===== src/rtl/hello_uart_tx.sv =====
// Transmits the fixed message "hello world\r\n" once per accepted start, framed 8N1.
// Characters go out back-to-back; done pulses for one cycle as the block returns to idle.
module hello_uart_tx #(
  parameter int CLKS_PER_BIT = 868
) (
  input  logic       clk,
  input  logic       rst_n,
  input  logic       start,
  output logic       tx,
  output logic       busy,
  output logic       done,
  output logic [3:0] char_idx,
  output logic [1:0] dbg_state_o
);

  localparam int CNT_W = (CLKS_PER_BIT > 1) ? $clog2(CLKS_PER_BIT) : 1;
  localparam logic [CNT_W-1:0] BIT_LAST = CNT_W'(CLKS_PER_BIT - 1);
  localparam logic [3:0] LAST_CHAR = 4'd12;

  typedef enum logic [1:0] {IDLE, START, DATA, STOP} state_e;

  state_e           state_q;
  logic [CNT_W-1:0] baud_q;
  logic [2:0]       bit_q;
  logic [3:0]       char_q;
  logic [7:0]       byte_q;
  logic             tx_q;
  logic             busy_q;
  logic             done_q;
  logic             bit_end;
  logic [3:0]       char_d;

  function automatic logic [7:0] msg_rom(input logic [3:0] idx);
    case (idx)
      4'd0:    msg_rom = 8'h68;
      4'd1:    msg_rom = 8'h65;
      4'd2:    msg_rom = 8'h6C;
      4'd3:    msg_rom = 8'h6C;
      4'd4:    msg_rom = 8'h6F;
      4'd5:    msg_rom = 8'h20;
      4'd6:    msg_rom = 8'h77;
      4'd7:    msg_rom = 8'h6F;
      4'd8:    msg_rom = 8'h72;
      4'd9:    msg_rom = 8'h6C;
      4'd10:   msg_rom = 8'h64;
      4'd11:   msg_rom = 8'h0D;
      4'd12:   msg_rom = 8'h0A;
      default: msg_rom = 8'h00;
    endcase
  endfunction

  assign bit_end = (baud_q == BIT_LAST);
  assign char_d  = char_q + 4'd1;

  // tx_q always holds the level of the bit being sent, so the line comes straight off a flop.
  always_ff @(posedge clk) begin
    if (!rst_n) begin
      state_q <= IDLE;
      baud_q  <= '0;
      bit_q   <= '0;
      char_q  <= '0;
      byte_q  <= '0;
      tx_q    <= 1'b1;
      busy_q  <= 1'b0;
      done_q  <= 1'b0;
    end else begin
      done_q <= 1'b0;
      if (state_q != IDLE) begin
        baud_q <= bit_end ? '0 : baud_q + 1'b1;
      end
      case (state_q)
        IDLE: begin
          baud_q <= '0;
          if (start) begin
            state_q <= START;
            char_q  <= '0;
            byte_q  <= msg_rom(4'd0);
            tx_q    <= 1'b0;
            busy_q  <= 1'b1;
          end
        end
        START: begin
          if (bit_end) begin
            state_q <= DATA;
            bit_q   <= '0;
            tx_q    <= byte_q[0];
          end
        end
        DATA: begin
          if (bit_end) begin
            if (bit_q == 3'd7) begin
              state_q <= STOP;
              tx_q    <= 1'b1;
            end else begin
              bit_q <= bit_q + 3'd1;
              tx_q  <= byte_q[bit_q + 3'd1];
            end
          end
        end
        STOP: begin
          if (bit_end) begin
            if (char_q < LAST_CHAR) begin
              state_q <= START;
              char_q  <= char_d;
              byte_q  <= msg_rom(char_d);
              tx_q    <= 1'b0;
            end else begin
              state_q <= IDLE;
              char_q  <= '0;
              busy_q  <= 1'b0;
              done_q  <= 1'b1;
            end
          end
        end
        default: state_q <= IDLE;
      endcase
    end
  end

  assign tx          = tx_q;
  assign busy        = busy_q;
  assign done        = done_q;
  assign char_idx    = char_q;
  assign dbg_state_o = state_q;

endmodule


===== config.mk =====
export PLATFORM = sky130hd
export DESIGN_NAME = hello_uart_tx
export DESIGN_NICKNAME = d
export VERILOG_FILES = /design/src/rtl/hello_uart_tx.sv
export SDC_FILE = /design/constraint.sdc
export NUM_CORES = 1
export LEC_CHECK = 0
export ABC_AREA = 1
export CAP_MARGIN = 0
export CORE_MARGIN = 2
export CORE_UTILIZATION = 55
export DETAILED_ROUTE_END_ITERATION = 8
export HOLD_SLACK_MARGIN = 0.12
export PLACE_DENSITY = 0.83
export SLEW_MARGIN = 20
export SYNTH_ARGS = -nofsm -noshare
export SYNTH_HDL_FRONTEND = slang
export SYNTH_SLANG_ARGS = --single-unit

===== constraint.sdc =====
create_clock -name clk -period 2.4 [get_ports clk]
set_clock_uncertainty 0.2 [all_clocks]
set_input_delay 0.48 -clock clk [delete_from_list [all_inputs] [get_ports clk]]
set_output_delay 0.48 -clock clk [all_outputs]
set_load 0.02 [all_outputs]

== Word-level counts from Yosys, hierarchy flattened ==
Memory sizes are Yosys's and may differ from the RTL's.
Index checks and enable logic that the tools add are counted.
Operators by class
  bitwise logic cells: 1
  reduce and logical (&&, ||, !) cells: 12
  eq/ne operators: 13
  add/sub/neg operators: 3
  mux-type cells: 34
  magnitude comparators: 2
Operator list (number)
  8-bit two-way mux: 3
  2-bit != test (second input constant): 8
  8-bit one-hot mux with 2 select lines: 1
  1-bit two-way mux: 12
  4-bit two-way mux: 3
  4-bit AND reduction: 3
  10-bit by 1-bit adder with 10-bit output (second input constant): 1
  10-bit == test (second input constant): 1
  10-bit two-way mux: 1
  2-bit two-way mux: 5
  5-bit AND reduction: 2
  3-bit two-way mux: 3
  2-bit one-hot mux with 4 select lines: 1
  4-bit one-hot mux with 2 select lines: 1
  3-bit one-hot mux with 2 select lines: 1
  3-bit AND reduction: 2
  2-bit nonzero test: 3
  4-bit by 1-bit adder with 4-bit output (second input constant): 1
  2-bit == test (second input constant): 2
  3-bit by 4-bit < comparator with 1-bit output (second input constant): 1
  4-bit < comparator (second input constant): 1
  1-bit one-hot mux with 4 select lines: 1
  3-bit by 1-bit adder with 3-bit output (second input constant): 1
  1-bit binary-select mux with 3-bit select: 1
  6 further kinds: 6
Storage, ports and cells
  logic and storage cells: 74
  memories kept: 1
  bits in registers: 30
  memory bits (read-only): 112
Memories
  (no name shown): depth 16, bits a word 7, read ports 1, clocked after Yosys merged registers in 0, write ports 0, line 34  | case (idx)

== Depth between registers and ports, before layout ==
  depth in word-level cells: 6
  mapped depth: 11
  depth with buffers taken out: 11

== Worst setup path after synthesis ==
OpenSTA, ideal clock, no wires.
  path kind: register -> register
  start point: register char_q[1], in the netlist char_idx[1]
  end point: register byte_q[3]
  required time: 2.087 ns
  cell stages (with the launch flop): 10
  arrival time: 1.809 ns
  setup time: 0.113 ns
  setup slack: 0.277 ns
  clock period less this slack: 2.123 ns
  path through: dfxtp_1 -> ha_1 -> inv_1 -> ha_1 -> clkbuf_1 -> o21ai_0 -> nand2_1 -> o311ai_0 -> nor2_1 -> nor2_1
Between the ends
  cells in the longest elaborated chain, start to end: 5
Ends and longest elaborated chain
  start: declaration: line 25  | logic [3:0] char_q;
  start signal: assignment: line 104  | char_q <= char_d;
  4-bit by 1-bit adder with 4-bit output: line 53  | assign char_d = char_q + 4'd1;
  memory 16 x 7 bit
  8-bit two-way mux: line 102  | if (char_q < LAST_CHAR) begin
  8-bit two-way mux: line 101  | if (bit_end) begin
  8-bit one-hot mux with 2 select lines: line 71  | case (state_q)
  end signal: assignment: line 77  | byte_q <= msg_rom(4'd0);
  end signal: assignment: line 105  | byte_q <= msg_rom(char_d);
  end: declaration: line 26  | logic [7:0] byte_q;
Parallel ways exist; a longest one is shown, timed or not. The select of a mux whose other input is x is not followed.
A chain may end at the register's enable or synchronous reset.

== Worst setup path after layout ==
  start point: register char_q[2], in the netlist char_idx[2]
  end point: output char_idx[2]
RTL lines
  end: declaration: line 12  | output logic [3:0] char_idx,
No word-level cell between the ends.

==> results.yml <==
status:
  status: "completed"
sta:
  fmax_mhz: 455.4
  fin_crit_sh: 0.9149
  setup_viol: 0
  fin_setup_tns_ps: 0
  relSlewSlack: 0.7552
  tightestPinTransition_ps: 362.5
  rsz0062_at_grt: "false"
  drv_slew: 0
  whs_ps: 264.1
  period_needed_ps: 2196
  finalHoldViolCount: 0
setup_path:
  worstSetupStartpoint: "char_idx[2]"
  worstPathRequired_ps: 1720
  start_kind: "register"
  arrival_ps: 1520
  crit_family: "buffers and inverters"
  worst-path-buf-inv: 1
  slowest_delay_ps: 670
  slowest_stage: "clkdlybuf4s50_1"
  setup.worst_path.end_class: "output port"
  crit_chain: "clkdlybuf4s50_1"
  critPathKind: "register to output port"
  path_max_fanout: 9
  r2r-start: "char_idx[0]"
synthesis:
  ys_ff_latch: 29
  yosys_warnings: 0
  synth_cells: 276
  yosysUniqueCellTypes: 27
  syn-cell-area_um2: 1846
  synth-seq-area-share: 0.3146
  synth_nets: 296
  syn_avg_cell_area_um2: 6.687
drt:
  drt_iter0_drc: 105
  drt-total-wl_um: 3660
  num_vias: 1666
  viasPerCell: 4.900
  drc_errors: 0
  wl_per_cell_um: 10.76
  firstDrtPassIters: 4
  ant_nets: 0
worst_hold_path:
  worstHoldStart: "bit_q[2]"
  hold_path.class: "register to register"
grt:
  grt_pass1_vias: 1458
  grt_pass1_wl_um: 6099
  grtUsageTotal: 0.2165
  antenna_found_initial: 0
  global_route.overflow_total: 0
  grt_max_degree: 13
clock_tree:
  cts_tree: "built"
  cts_max_level: 2
  postCtsHoldBufs: 0
  cts-buffers-inserted: 5
  clk_latency_ps: 330
  clk_path_buf_depth: 2
  cts_resized: 0
  cts_num_sinks: 29
  clkTransAtPathRegs_ps: 110
  cts-root-buf: "clkbuf_4"
  postCtsSetupBuffers: 0
layout:
  fill_cells: 319
  area_growth_pct: 12.14
  layout-drive-gt1-share: 0.07483
  antenna_cells: 0
  final_nets: 313
placed_design:
  io_buffers: 11
  place_congestion: 0.8886
  dp_hpwl_um: 2744
floorplanning:
  die_h_um: 61.93
  start_util: 0.5619
  rows: 21
  die_x_um: 61.93
  ios: 12
  coreArea_um2: 3284
  die_area_um2: 3835
flow_run:
  maxCapViolations: 0
power:
  p_per_area_nw_per_um2: 751.4
  irDropWorstVdd_mv: 0.4738
  total_power_mw: 1.555
  cellLeakagePower_nw: 0.9297
kinds of logic after synthesis:
logic type,share of synthesized area
fa+ha+maj,0.1153
compound gates,0.08543
flops,0.3146
xor+xnor,0.01424
buf+inv,0.1030
simple gates,0.3675
where the power goes:
group	leakage [nW]	switching, mW	total [mW]	internal (mW)
clock	0.0310	0.189	0.300	0.110
sequential	0.236	0.0502	0.620	0.570
combinational	0.662	0.405	0.636	0.231
total	0.930	0.644	1.56	0.911
layout by cell type, fill, tap and decap left out, drive strengths merged, types with 5 or more instances in the layout:
master and count:
a21oi 14, clkbuf 5, clkdlybuf4s50 11, dfxtp 29
ha 17, inv 46, nand2 76, nand3 26
nand4 9, nor2 32, o21ai 9
through the flow:
step | utilization | cells | setup WS [ps] | instance area, um^2
2_1_floorplan | - | 276 | 277.4 | 1846
3_3_place_gp | 0.6133 | 332 | 321.8 | 2014
3_5_place_dp | 0.6133 | 332 | 262.9 | 2014
4_1_cts | 0.6301 | 340 | 194.7 | 2069
5_1_grt | 0.6301 | 340 | 0.003553 | 2069
6_report | 0.6301 | 340 | 204.2 | 2069
sequential cells by signal (all words and copies together), names as in the netlist:
register	count
baud_q	10
char_idx	4
busy	1
bit_q	3
tx	1
byte_q	7
dbg_state_o	2
done	1
worst register-to-register path, delay by kind of cell (launching register included):
family | cells | cell delay (ps)
AND/OR/NAND/NOR | 6 | 680
adder cells (fa/ha/maj) | 2 | 650
flip-flops | 1 | 510
buffers and inverters | 1 | 60
routing by layer:
metal  share of wire  up-vias  GRT usage  routed length, um
met5               0        -          0                  0
met4           0.017        0    0.09726                 61
met3           0.045        6    0.06211                163
met2            0.48       36     0.3429               1739
met1            0.46      716     0.2734               1696
li1                -      908          -                  -
final cells by class:
| type | count | area (um^2) | share of cell area |
|---|---|---|---|
| Multi-Input combinational cell | 197 | 1075 | 0.5193 |
| Sequential cell | 29 | 580.6 | 0.2805 |
| Inverter | 47 | 176.4 | 0.08525 |
| Timing Repair Buffer | 13 | 125.1 | 0.06046 |
| Tap cell | 46 | 57.56 | 0.02781 |
| Clock buffer | 5 | 37.54 | 0.01814 |
| Clock inverter | 3 | 17.52 | 0.008464 |
synth_stat cells:
master	number	share of area
a211oi_1	2	0.0081
nand2_2	1	0.0034
dfxtp_1	29	0.31
clkbuf_1	1	0.0020
nand2_4	1	0.0061
o21ai_4	1	0.0088
nor3_1	3	0.0081
nor2_1	30	0.061
buf_2	2	0.0054
nand4_1	9	0.031
or2_2	1	0.0034
o311ai_0	1	0.0047
nand2_1	74	0.15
ha_1	17	0.12
nor3b_1	2	0.0081
nand3_4	1	0.0095
o21ai_0	8	0.022
nor2_4	2	0.012
inv_2	4	0.0081
a21oi_1	14	0.038
xor2_1	3	0.014
nand3_2	1	0.0054
clkinv_1	1	0.0020
o21a_1	1	0.0041
inv_1	42	0.085
nand3b_1	1	0.0041
nand3_1	24	0.065
final timing paths:
| kind | slack, ps | to | depth (start not counted) |
|---|---|---|---|
| hold reg to reg | 260 | bit_q[2] | 2 |
| setup reg to reg | 240 | byte_q[6] | 9 |
| setup / recovery | 200 | char_idx[2] | 1 |
| hold / removal | 260 | bit_q[2] | 2 |
No activity file was read; power rests on OpenSTA's default activity.
